--- config.mk ---
export PLATFORM = sky130hd
export DESIGN_NAME = dpcomp_flag_stage
export DESIGN_NICKNAME = d
export VERILOG_FILES = /design/src/rtl/dpcomp_flag_stage.sv
export SDC_FILE = /design/constraint.sdc
export NUM_CORES = 1
export LEC_CHECK = 0
export BUFFER_PORTS_ARGS = -buffer_cell sky130_fd_sc_hd__buf_4
export CAP_MARGIN = 0
export CORE_ASPECT_RATIO = 0.5
export CORE_MARGIN = 2
export CORE_UTILIZATION = 53
export DETAILED_ROUTE_END_ITERATION = 8
export PLACE_DENSITY = 0.91
export SYNTH_ARGS = -nofsm -noshare
export SYNTH_HDL_FRONTEND = slang
export SYNTH_SLANG_ARGS = --single-unit
--- constraint.sdc ---
create_clock -name CLK -period 2.1 [get_ports CLK]
set_input_delay 0.21 -clock CLK [delete_from_list [all_inputs] [get_ports CLK]]
set_output_delay 0.21 -clock CLK [all_outputs]
set_load 0.03 [all_outputs]
--- src/rtl/dpcomp_flag_stage.sv ---
// dpcomp_flag_stage: captures the comparator column result and carry rails, derives Z/N/C flags, holds them in a 2-entry skid buffer
// Ports:
//   CLK        clock, rising edge
//   RESETBAR   asynchronous active-low reset
//   IN_VALID   column result valid       IN_READY  stage can accept (COUNT != 2)
//   Y          column result word        COUT/COUTBAR  carry rail pair
//   OUT_VALID  head entry valid          OUT_READY consumer takes head entry
//   RESULT     head result word          ZFLAG/NFLAG/CFLAG  head flags
//   RAILERR    sticky carry-rail fault   CLRERR    synchronous clear of RAILERR
//   COUNT      entries held, 0..2
module dpcomp_flag_stage #(
    parameter int WIDTH = 32
) (
    input  logic             CLK,
    input  logic             RESETBAR,
    input  logic             IN_VALID,
    output logic             IN_READY,
    input  logic [WIDTH-1:0] Y,
    input  logic             COUT,
    input  logic             COUTBAR,
    output logic             OUT_VALID,
    input  logic             OUT_READY,
    output logic [WIDTH-1:0] RESULT,
    output logic             ZFLAG,
    output logic             NFLAG,
    output logic             CFLAG,
    output logic             RAILERR,
    input  logic             CLRERR,
    output logic [1:0]       COUNT
);
    localparam int EW = WIDTH + 3;
    logic [EW-1:0] ent_q [2];
    logic [EW-1:0] ent_d [2];
    logic          head_q, head_d, tail_q, tail_d;
    logic [1:0]    count_q, count_d;
    logic          railerr_q, railerr_d;
    logic          push, pop, rail_bad;
    logic [EW-1:0] head_ent;
    always_comb begin
        push      = IN_VALID && (count_q != 2'd2);
        pop       = (count_q != 2'd0) && OUT_READY;
        // Case inequality so an X/Z rail also counts as a fault.
        rail_bad  = (COUT ^ COUTBAR) !== 1'b1;
        ent_d     = ent_q;
        if (push) ent_d[tail_q] = {COUT, Y[WIDTH-1], Y == '0, Y};
        head_d    = head_q ^ pop;
        tail_d    = tail_q ^ push;
        count_d   = count_q + {1'b0, push} - {1'b0, pop};
        railerr_d = (push && rail_bad) ? 1'b1 : CLRERR ? 1'b0 : railerr_q;
        // When empty the head has already moved past the last popped entry.
        head_ent  = (count_q == 2'd0) ? ent_q[~head_q] : ent_q[head_q];
    end
    always_ff @(posedge CLK or negedge RESETBAR) begin
        if (!RESETBAR) begin
            ent_q     <= '{default: '0};
            head_q    <= 1'b0;
            tail_q    <= 1'b0;
            count_q   <= 2'd0;
            railerr_q <= 1'b0;
        end else begin
            ent_q     <= ent_d;
            head_q    <= head_d;
            tail_q    <= tail_d;
            count_q   <= count_d;
            railerr_q <= railerr_d;
        end
    end
    assign IN_READY = count_q != 2'd2;
    assign OUT_VALID = count_q != 2'd0;
    assign {CFLAG, NFLAG, ZFLAG, RESULT} = head_ent;
    assign RAILERR = railerr_q;
    assign COUNT = count_q;
endmodule

# --- After elaboration in Yosys (flattened, before gate mapping) ---
# Cells that the tools add are included.
word_totals:
  regBits: 75
  inputBits: 39
  out_inout_bits: 40
  elab_cells: 41
op_classes:
  n_addsub: 2
  order_cmp: 4
  eq_ne: 2
  muxes: 12
  n_bitwise: 7
  n_reduce_logical: 8
op_table:
  columns: ["op", "count"]
  rows:
  - ["35-bit two-way mux", 8]
  - ["70-bit bitwise mux", 1]
  - ["35-bit demux with 1-bit select", 1]
  - ["32-bit logical NOT", 1]
  - ["2-bit >= comparator, second input constant", 3]
  - ["1-bit NOT with 2-bit output", 3]
  - ["1-bit logical AND", 4]
  - ["2-bit nonzero test", 2]
  - ["1-bit bitwise XOR", 3]
  - ["2-bit by 1-bit adder with 2-bit output", 1]
  - ["2-bit logical NOT", 1]
  - ["2-bit by 1-bit < comparator with 1-bit output, second input constant", 1]
  - ["1-bit two-way mux", 2]
  - ["2-bit inequality test, second input constant", 1]
  - ["2-bit by 1-bit subtractor with 2-bit output", 1]
  - ["1-bit case inequality test, second input constant", 1]
  - ["1-bit NOT", 1]

# --- Depth between registers and ports, before layout ---
logic_depth:
  word_depth: 6
  ltp_mapped: 9
  ltp_nobuf: 7

# --- Worst setup path after synthesis ---
# OpenSTA, ideal clock, no wires.
synth_timing:
  kind: "register to register"
  from: "register count_q[0] (netlist: COUNT[0])"
  to: "register ent_q[35] in the netlist's numbering"
  setup_time_ps: 125
  t_arrival_ps: 2112
  slack_ps: -137
  path_stages_with_launch: 8
  n_path_buf: 2
  synth_period_minus_slack_ps: 2237
  cell_sequence: "dfrtp_1 > nand2b_1 > nand2_1 > inv_1 > ha_1 > clkbuf_1 > buf_2 > mux2_2"
synth_between:
  elab_chain_len: 2
synth_rtl:
  columns: ["item", "line", "text"]
  rows:
  - ["from (decl)", "35", "logic [1:0] count_q, count_d;"]
  - ["from (signal assigned)", "64", "count_q <= count_d;"]
  - ["2-bit inequality test", null, null]
  - ["named net IN_READY", "17", "output logic IN_READY,"]
  - ["1-bit logical AND", "40", "push = IN_VALID && (count_q != 2'd2);"]
  - ["to (signal assigned)", "61", "ent_q <= ent_d;"]
  - ["to (decl)", "32", "logic [EW-1:0] ent_q [2];"]
# The timed path passes the listed nets, and every way through them passes these cells.
# A chain may end at the register's enable or synchronous reset.

# --- Final worst setup path ---
layout_timing:
  from: "register count_q[0] (netlist: COUNT[0])"
  to: "output RESULT[4]"
layout_between:
  elab_chain_len: 2
layout_rtl:
  columns: ["item", "line", "text"]
  rows:
  - ["2-bit logical NOT", "51", "head_ent = (count_q == 2'd0) ? ent_q[~head_q] : ent_q[head_q];"]
  - ["35-bit two-way mux", "51", null]
  - ["to (decl)", "23", "output logic [WIDTH-1:0] RESULT,"]
# Every way passes these cells.

==> impl_metrics.prom <==
# TYPE chip_impl_metric gauge
chip_impl_metric{name="max_stage_delay_on_crit_path",unit="ns"} 0.41
chip_impl_metric{name="drive_above_1_share",unit=""} 0.678
chip_impl_info{name="startpoint_type",value="register"} 1
chip_impl_metric{name="final_instance_count_without_filler_cells",unit=""} 408
chip_impl_info{name="rsz0062_at_grt",value="true"} 1
chip_impl_metric{name="hold_ws",unit="ns"} 0.0692
chip_impl_info{name="crit_path_start",value="COUNT[0]$_DFF_PN0_"} 1
chip_impl_info{name="ys.flop_type",value="sky130_fd_sc_hd__dfrtp_1"} 1
chip_impl_metric{name="insertedDiodeCount",unit=""} 0
chip_impl_metric{name="tritoncts.num_buffers",unit=""} 9
chip_impl_metric{name="detail_route.drc_violations",unit=""} 0
chip_impl_metric{name="crit_required",unit="ns"} 1.89
chip_impl_metric{name="cts.sinks",unit=""} 73
chip_impl_metric{name="timing.critical_path.arrival",unit="ns"} 2.02
chip_impl_info{name="cts_tree",value="done"} 1
chip_impl_info{name="run_status",value="complete, but fails checks"} 1
chip_impl_metric{name="initial_antenna_violation_count",unit=""} 0
chip_impl_metric{name="yosys.cell_types.count",unit=""} 24
chip_impl_metric{name="globalRouteTotalUtil",unit=""} 0.252
chip_impl_metric{name="cts_max_level",unit=""} 3
chip_impl_metric{name="core.rowCount",unit=""} 20
chip_impl_metric{name="via_per_inst",unit=""} 5.67
chip_impl_metric{name="synth-seq-cells",unit=""} 73
chip_impl_metric{name="cp_max_fo",unit=""} 8
chip_impl_metric{name="met2_length",unit="um"} 4820
chip_impl_metric{name="depth_of_the_worst_register_to_register_path",unit=""} 9
chip_impl_info{name="cpMaxStageDelayCell",value="sky130_fd_sc_hd__dfrtp_2"} 1
chip_impl_metric{name="ys.warnings.count",unit=""} 0
chip_impl_metric{name="drt_wl_total",unit="um"} 9440
chip_impl_metric{name="drt_pass1_iterations",unit=""} 4
chip_impl_metric{name="nNetsFinal",unit=""} 356
chip_impl_metric{name="die_y",unit="um"} 60.0
chip_impl_info{name="highest-signal-layer",value="met4"} 1
chip_impl_metric{name="met1Wirelength",unit="um"} 3830
chip_impl_metric{name="detail_route.wl_per_cell",unit="um"} 23.1
chip_impl_metric{name="hold_viol",unit=""} 0
chip_impl_metric{name="seq_area_frac_synth",unit=""} 0.551
chip_impl_metric{name="finalCritPeriodShare",unit=""} 1.06
chip_impl_metric{name="gp_routability_congestion",unit=""} 0.741
chip_impl_info{name="cts.root.buffer_cell",value="sky130_fd_sc_hd__clkbuf_16"} 1
chip_impl_info{name="synth.most_common_cell",value="sky130_fd_sc_hd__mux2_2"} 1
chip_impl_metric{name="wl_met3",unit="um"} 608
chip_impl_metric{name="worst_skew_pair.late_latency",unit="ns"} 0.33
chip_impl_metric{name="floorplan.initialDensity",unit=""} 0.548
chip_impl_metric{name="die_w",unit="um"} 116
chip_impl_metric{name="netlist_instances",unit=""} 220
chip_impl_metric{name="mappedNetlistNets",unit=""} 261
chip_impl_metric{name="final_count_of_pins_violating_max_slew",unit=""} 0
chip_impl_metric{name="clk_pin_slew_worst_paths",unit="ns"} 0.06
chip_impl_info{name="crit_path_cell_trace",value="or2_4 > xor2_4 > buf_6 > clkbuf_16 > mux2_4 > buf_6"} 1
chip_impl_metric{name="layout_setup_ws",unit="ns"} -0.130
chip_impl_metric{name="synthDominantCellAreaShare",unit=""} 0.551
chip_impl_metric{name="cts_max_path_buffers",unit=""} 2
chip_impl_metric{name="n_fill_cell",unit=""} 305
chip_impl_metric{name="pin_count",unit=""} 79
chip_impl_metric{name="edff_count_synth",unit=""} 0
chip_impl_metric{name="placeableCoreArea",unit="um2"} 6060
chip_impl_metric{name="port-buffer-count",unit=""} 78
chip_impl_info{name="end_kind",value="output port"} 1
chip_impl_metric{name="placedCellCount",unit=""} 381
chip_impl_info{name="path_class",value="reg2out"} 1
chip_impl_info{name="capture_instance_of_the_worst_register_to_register_path",value="ent_q[67]$_DFFE_PN0P_"} 1
chip_impl_metric{name="grt_pass1_wl",unit="um"} 12500
chip_impl_metric{name="skew",unit="ns"} 0.00431
chip_impl_metric{name="route.antenna.remaining_nets",unit=""} 0
chip_impl_metric{name="maxSlewHeadroom",unit=""} 0.617
chip_impl_info{name="ys_top_cells_by_count",value="sky130_fd_sc_hd__mux2_2, sky130_fd_sc_hd__dfrtp_1, sky130_fd_sc_hd__nor4_1"} 1
chip_impl_metric{name="via_count",unit=""} 2315
chip_impl_metric{name="placement.setup.worst_slack",unit="ns"} 0.219
chip_impl_metric{name="pin_count_of_the_biggest_net_entering_global_routing",unit=""} 46
chip_impl_metric{name="avgSynthCellArea",unit="um2"} 15.1
chip_impl_metric{name="fin_crit",unit="ns"} 2.23
chip_impl_info{name="r2r_start",value="COUNT[0]$_DFF_PN0_"} 1
chip_impl_info{name="violations_in_the_final_reports",value="negative setup slack"} 1
chip_impl_metric{name="grt_overflow",unit=""} 0
chip_impl_metric{name="die_area",unit="um2"} 6950
chip_impl_metric{name="max_cap_viol_count",unit=""} 0
chip_impl_info{name="synth_area_leaders",value="sky130_fd_sc_hd__dfrtp_1, sky130_fd_sc_hd__mux2_2, sky130_fd_sc_hd__buf_6"} 1
chip_impl_metric{name="syn_area",unit="um2"} 3320
chip_impl_info{name="path_common_cell",value="sky130_fd_sc_hd__buf_6"} 1
chip_impl_metric{name="max_freq",unit="GHz"} 0.449
chip_impl_info{name="netlist.top_cell.by_area",value="sky130_fd_sc_hd__dfrtp_1"} 1
chip_impl_metric{name="timing.reg2reg.setup_slack",unit="ns"} 0.20
chip_impl_metric{name="setup_viol_count_final",unit=""} 35
chip_impl_metric{name="postSynth.asyncResetShare",unit=""} 1.00
chip_impl_metric{name="grt_pass1_vias",unit=""} 2331
chip_impl_metric{name="actual_transition_at_the_worst_max_transition_pin",unit="ns"} 0.574
chip_impl_info{name="endpoint",value="RESULT[4]"} 1
chip_impl_metric{name="areaGrowthSynthToFinish",unit="%"} 44.3
chip_impl_info{name="hp-class",value="in2reg"} 1
chip_impl_metric{name="drt_first_iter_violations",unit=""} 137
chip_impl_metric{name="dp_hpwl",unit="um"} 4730
registers in the layout, indices dropped and copies added (netlist names):
signal,count
RAILERR,1
tail_q,1
ent_q,68
COUNT,2
head_q,1
cells in the final DEF (no fill, tap or decap), types with 2 or more instances in the layout:
master                      count
sky130_fd_sc_hd__inv_1          6
sky130_fd_sc_hd__nand2_1        3
sky130_fd_sc_hd__buf_16         2
sky130_fd_sc_hd__dfrtp_2        2
sky130_fd_sc_hd__nor4_1         8
sky130_fd_sc_hd__nand4_1        2
sky130_fd_sc_hd__mux2_2        66
sky130_fd_sc_hd__xnor2_1        2
sky130_fd_sc_hd__bufinv_16      3
sky130_fd_sc_hd__dfrtp_1       71
sky130_fd_sc_hd__buf_6         37
sky130_fd_sc_hd__buf_12         3
sky130_fd_sc_hd__mux2_4        34
sky130_fd_sc_hd__o31ai_1        2
sky130_fd_sc_hd__xor2_1         2
sky130_fd_sc_hd__buf_4         49
sky130_fd_sc_hd__clkbuf_16     12
sky130_fd_sc_hd__ha_1           2
cell families (layout without fill, tap and decap cells):
family	after synthesis	count (layout)	synth area share
compound gates	6	6	0.0136
xor+xnor	5	5	0.0189
fa+ha+maj	2	2	0.00754
buf+inv	17	117	0.0351
flops	73	73	0.551
mux	100	100	0.342
simple gates	17	17	0.0328
how the worst min path moves through the flow:
stage          slack, ns                    end     start  depth (start not counted)
2_1_floorplan      -0.09     COUNT[0]$_DFF_PN0_  RESETBAR                          0
3_3_place_gp        0.22  ent_q[61]$_DFFE_PN0P_  RESETBAR                          1
3_5_place_dp        0.24  ent_q[61]$_DFFE_PN0P_  RESETBAR                          1
4_1_cts             0.06    RAILERR$_DFFE_PN0P_    CLRERR                          2
5_1_grt             0.07    RAILERR$_DFFE_PN0P_    CLRERR                          2
6_report            0.07    RAILERR$_DFFE_PN0P_    CLRERR                          2
layout make-up:
class,instances,area (um2),share of cell area
Clock buffer,11,243,0.0507
Clock inverter,5,103,0.0214
Inverter,6,22.5,0.00470
Multi-Input combinational cell,130,1500,0.313
Sequential cell,73,1830,0.382
Tap cell,88,110,0.0230
Timing Repair Buffer,95,985,0.206
worst max-delay path, delay by kind of cell, from the launching register on:
family	cells	cell delay, ns
and+or+nand+nor	1	0.28
buffers and inverters	3	0.50
xor gates and xnor gates	1	0.17
muxes	1	0.32
DFF	1	0.41
repair_timing:
action,CTS,global route
resized for setup,39,32
buffers inserted,5,0
cloned,2,3
pin swaps,0,1
endpoints found under the hold margin,43,0
hold buffers,1,0
endpoints found under the setup margin,35,35
metrics by stage:
stage,instance area (um2),util,setup TNS [ns]
final,4790,0.791,-2.84
after global routing,4790,0.791,-4.68
after global placement,4010,0.662,0
after floorplan,3320,-,0
after CTS,4590,0.759,-1.67
after detailed placement,4010,0.662,0
routing by layer:
metal,up-vias,global-route usage
li1,989,-
met1,1209,0.300
met2,102,0.459
met3,15,0.0751
met4,0,0.0612
met5,-,0
Power is not shown: default switching activity piles up to over one toggle a cycle in this logic, so the estimate is an artifact.
